File: src/rtl/serial_adder.sv
// Bit-serial adder: one full-adder slice processes operands LSB first,
// producing a registered sum, carry-out and signed overflow after WIDTH cycles.
module serial_adder #(
  parameter int WIDTH = 8
) (
  input  logic             clk_in,
  input  logic             rst_in,
  input  logic             start_in,
  input  logic [WIDTH-1:0] a_in,
  input  logic [WIDTH-1:0] b_in,
  input  logic             c_in,
  output logic             busy,
  output logic             done,
  output logic [WIDTH-1:0] sum,
  output logic             carry,
  output logic             ovf
);

  localparam int CW = $clog2(WIDTH + 1);

  localparam logic [1:0] IDLE = 2'd0;
  localparam logic [1:0] RUN  = 2'd1;
  localparam logic [1:0] DONE = 2'd2;

  localparam logic [CW-1:0] LAST_BIT = CW'(WIDTH - 1);

  logic [1:0]       state;
  logic [WIDTH-1:0] a_sr;
  logic [WIDTH-1:0] b_sr;
  logic [WIDTH-1:0] res_sr;
  logic             c_ff;
  logic [CW-1:0]    cnt;

  logic             s_bit;
  logic             c_bit;
  logic [WIDTH-1:0] res_next;

  always_comb begin
    s_bit    = a_sr[0] ^ b_sr[0] ^ c_ff;
    c_bit    = (a_sr[0] & b_sr[0]) | (a_sr[0] & c_ff) | (b_sr[0] & c_ff);
    // Shift form keeps WIDTH=1 legal (no [0:1] slice).
    res_next = WIDTH'({s_bit, res_sr} >> 1);
  end

  always_ff @(posedge clk_in) begin
    if (rst_in) begin
      state  <= IDLE;
      cnt    <= '0;
      a_sr   <= '0;
      b_sr   <= '0;
      res_sr <= '0;
      c_ff   <= 1'b0;
      sum    <= '0;
      carry  <= 1'b0;
      ovf    <= 1'b0;
    end else begin
      case (state)
        IDLE: begin
          if (start_in) begin
            a_sr  <= a_in;
            b_sr  <= b_in;
            c_ff  <= c_in;
            cnt   <= '0;
            state <= RUN;
          end
        end
        RUN: begin
          a_sr   <= a_sr >> 1;
          b_sr   <= b_sr >> 1;
          res_sr <= res_next;
          c_ff   <= c_bit;
          cnt    <= cnt + 1'b1;
          if (cnt == LAST_BIT) begin
            // c_ff here is the carry into the MSB slice.
            sum   <= res_next;
            carry <= c_bit;
            ovf   <= c_ff ^ c_bit;
            state <= DONE;
          end
        end
        DONE:    state <= IDLE;
        default: state <= IDLE;
      endcase
    end
  end

  always_comb begin
    busy = (state != IDLE);
    done = (state == DONE);
  end

endmodule

File: config.mk
export PLATFORM = sky130hd
export DESIGN_NAME = serial_adder
export DESIGN_NICKNAME = d
export VERILOG_FILES = /design/src/rtl/serial_adder.sv
export SDC_FILE = /design/constraint.sdc
export NUM_CORES = 1
export LEC_CHECK = 0
export CORE_MARGIN = 2
export CORE_UTILIZATION = 28
export DETAILED_ROUTE_END_ITERATION = 10
export GPL_TIMING_DRIVEN = 1
export PLACE_DENSITY = 0.55
export SYNTH_ARGS = -nofsm -noshare
export SYNTH_HDL_FRONTEND = slang
export SYNTH_SLANG_ARGS = --single-unit
File: constraint.sdc
create_clock -name clk_in -period 1.2 [get_ports clk_in]
set_input_delay 0.24 -clock clk_in [delete_from_list [all_inputs] [get_ports clk_in]]
set_output_delay 0.24 -clock clk_in [all_outputs]
set_load 0.05 [all_outputs]
# Word-level counts from Yosys, hierarchy flattened
# Cells that the tools add are included.
# classes
n_addsub,1
n_mul,0
div_mod_pow,0
order_cmp,0
n_eq_ne,5
shifts,0
muxes,11
bitwise_logic,8
reduce_logical,6
# op_table
operator,n
one-hot mux 8 bit (2 select lines),2
two-way mux 8 bit,2
one-hot mux 4 bit (2 select lines),1
AND reduction 2 bit,3
adder 4 x 1 -> 4 bit (second input constant),1
equality test 4 x 3 -> 1 bit (second input constant),1
two-way mux 2 bit,2
two-way mux 4 bit,1
inequality test 2 bit (second input constant),2
one-hot mux 2 bit (2 select lines),1
nonzero test 2 bit,2
AND 1 bit,3
bitwise XOR 1 bit,3
equality test 2 x 1 -> 1 bit (second input constant),1
equality test 2 bit (second input constant),1
zero test 2 bit,1
bitwise OR 1 bit,2
one-hot mux 1 bit (2 select lines),1
two-way mux 1 bit,1
# totals
ff_bits,41
latchBits,0
ramBits,0
mem_bits_ro,0
input_bits,20
out_inout_bits,12
n_memories,0

# Logic depth before layout (Yosys ltp)
# logic_depth
depth_word,4
depth_mapped,5
depth_no_buf,4

# Least setup slack after synthesis
# Ideal clock, no wire load.
# synth_path
path_kind,reg-to-reg
from,reg cnt[0]
to,reg sum[2]
setup_ns,0.116
arrival_ns,1.223
slack_ns,-0.138
stages_incl_launch_ff,6
cell_sequence,dfxtp_1 ha_1 and3b_1 and2_1 buf_6 a31o_1
# synth_between
elab_chain_cells,2
# synth_lines
item,line,rtl
from (decl),32,logic [CW-1:0] cnt;
from (signal assigned),72,cnt <= cnt + 1'b1;
equality test 4 x 3 -> 1 bit,73,if (cnt == LAST_BIT) begin
AND reduction 2 bit (no source line),-,
to (signal assigned),75,sum <= res_next;
to (decl),14,"output logic [WIDTH-1:0] sum,"
# No other way between the ends.
# A chain may end at the register's enable or synchronous reset.

# Worst setup path in the final report
# layout_path
from,reg state[0]
to,out busy
# layout_between
elab_chain_cells,1
# layout_lines
item,line,rtl
from (decl),27,logic [1:0] state;
from (signal assigned),47,state <= IDLE;
from (signal assigned),64,state <= RUN;
from (signal assigned),78,state <= DONE;
nonzero test 2 bit,88,busy = (state != IDLE);
to (decl),12,"output logic busy,"
# No other way between the ends.

==> run metrics <==
status finished, violations left; failing checks negative setup slack; Mapped Area between 1500 and 2000 µm²; pin count of the biggest net entering global routing 27; Final period util 1.06; IO Port Bufs 31; Slew @ Worst Pin roughly 200 ps; RSZ-0062 raised after global routing true; Final GP Congestion 0.758; total power approximately 2800 µW; top post-synthesis cells by area dfxtp_1 (47%), a21oi_1 (14%), nand2_1 (6.7%), o21ai_0 (4.7%), a31o_1 (4.7%); VDD IR max 674 µV; largest area contributor in the netlist dfxtp_1; Cell variety after synth 31; Vias per Instance 4.78; Root Driver clkbuf_8; Ports 32; Worst-path clk slew roughly 70 ps; sequential share of the synthesized area 0.474; Synth Warn # 0; Final Critical Period 1270 ps; crit path buf inv count 3; row count 28; Final Skew 5.95 ps; Max-Slew Margin vs Limit 0.868; final setup margin -69.1 ps; Core Util, Final 0.457; final hold vios 0; DIE HEIGHT slightly above 80 µm; fmax between 0.7 and 0.8 GHz; leakage power 0.00101 µW; ratio of cells with drive above 1 in the final layout 0.373; Crit Path Max Fanout 2; crit path kind reg -> out; GR Util All Layers 0.140; count of pins over their slew limit 0; class of the worst hold path reg -> reg; Max clock buf depth 2; grt ovf 0; core area between 5000 and 6000 µm²; initial core utilization 0.287; top cell family by delay on the critical path flip-flops; nets about 270; number of synthesized flops with an enable pin 0; final hold slack ~470 ps; Critical Path Sink Type primary output; # placed instances 312; drt first pass iters 4; pwr/cell area about 1000 nW/µm²; FF+latch count, synth 40; clock latency on the worst-skew pair just under 300 ps; slowest cell on the critical path dfxtp_4; CP max stage delay 350 ps; crit-path cells buf_6 > nor2_4 > inv_2 > buf_12; Synth top area share 0.474; CTS H-Tree Depth 2; Final ANT Viol Nets 0; vias in the first global route approximately 1500; Area Overhead vs Synth 59.2%; Die ar. 6670 µm²; Post-Synthesis Mean Instance Area 8.57 µm²; clock tree from TritonCTS yes; DRC viols 0; antenna cells 0; DR vias roughly 1600; predominant post-synthesis flop cell dfxtp_1; post-DP HPWL 2.82 mm; cts bufs inserted 5; WP data arrival 1030 ps; Post-synth ARST share 0; startpoint types flip-flop; gate count of the mapped netlist 197; final setup vio count 11; CP required 960 ps; wire per inst 13.5 µm; initial antenna violation count 0; Die Wd approximately 82 µm; max cap viols 0; Syn Nets about 220; final wirelength 4.41 mm; fin cells 327; Sinks on Clock Net 40; Iter 0 DRT Violations 62; global-route wire length before repair 7.13 mm
## what timing repair did
item | in CTS | in global routing
hold endpoints to repair | 0 | 0
setup endpoints to repair | 16 | 33
gates resized for setup | 32 | 40
hold buffers | 0 | 0
buffers inserted | 3 | 0
pin swaps | 10 | 25
cloned | 2 | 2
## state kept, by name, summed over array words and instances, names as in the netlist, 2 cells and up
name and cells:
a_sr 8, res_sr 7, b_sr 8, state 2, cnt 4, sum 8
## routing by layer
layer,GRT usage,wire (µm),vias to the layer above
met4,0.0400,53,0
met5,0,0,-
li1,-,-,801
met3,0.0363,139,7
met2,0.234,2050,23
met1,0.178,2170,733
## final cells by class
cell class	count	area [µm²]
clock buffer	8	90.1
sequential	40	808
timing repair buffer	61	737
multi-input combinational	141	951
inverter	2	7.51
fill	576	3200
tap	75	93.8
## synth_stat cells, types with 2 or more instances
cell,number
buf_6,3
a21oi_1,48
nand2_1,30
a31o_1,9
buf_2,6
inv_1,2
clkbuf_1,3
a211oi_2,2
buf_4,2
nand2b_1,10
nor2b_1,3
nor2_1,5
dfxtp_1,40
a32oi_1,2
o21ai_0,16
## cell families (layout without fill, tap and decap cells)
kind of cell	after synthesis	count (layout)	share of synthesized area
AO/OA/AOI/OAI	83	83	0.290
buffers and inverters	17	71	0.0600
AND/OR/NAND/NOR	54	55	0.151
flip-flops	40	40	0.474
XOR/XNOR	1	1	0.00519
adder cells (fa/ha/maj)	2	2	0.0193
## power by group
group | total [µW] | leakage (µW) | internal [µW] | switching (µW)
Sequential | 1430 | 0.000329 | 1390 | 44.2
Combinational | 465 | 0.000633 | 246 | 219
Clock | 899 | 0.0000455 | 469 | 431
## layout by cell type, fill, tap and decap left out, drive strengths merged
cell type	Yosys	final
a21oi	48	48
buf	12	41
dfxtp	40	40
nand2	30	30
clkdlybuf4s50	0	19
o21ai	16	16
nand2b	10	10
a31o	9	9
clkbuf	3	9
nor2	5	5
nor2b	3	3
and2	1	2
a211oi	2	2
a32oi	2	2
inv	2	2
nand3	2	2
and3b	1	1
o21bai	1	1
a311oi	1	1
o21ba	1	1
xnor2	1	1
and3	1	1
or3	1	1
a31oi	1	1
o21a	1	1
a22oi	1	1
fa	1	1
ha	1	1
## path summary, 6_finish.rpt
kind,startpoint,end,slack [ps],cells past startpoint
worst max register to register,state[1],sum[7],-50,5
worst max-delay path,state[0],busy,-70,4
worst min-delay path,res_sr[1],res_sr[1],470,2
worst min register to register,res_sr[1],res_sr[1],470,2
## through the flow
stage                     setup slack (ps)  TNS, ps  cell area [µm²]
after floorplan                      -57.6     -519             1710
after global placement                -205    -5210             2340
after detailed placement              -223    -5480             2340
after CTS                            -94.8     -461             2550
after global routing                  -113    -1260             2690
final                                -69.1     -546             2690
## worst reg2reg max path, cell delays in order, from the launching register on
cell     delay, ps
dfxtp_2        330
buf_6          120
and3b_2        300
buf_6          160
a21oi_2         60
a31o_1         180
No activity file was read; power rests on OpenSTA's default activity.
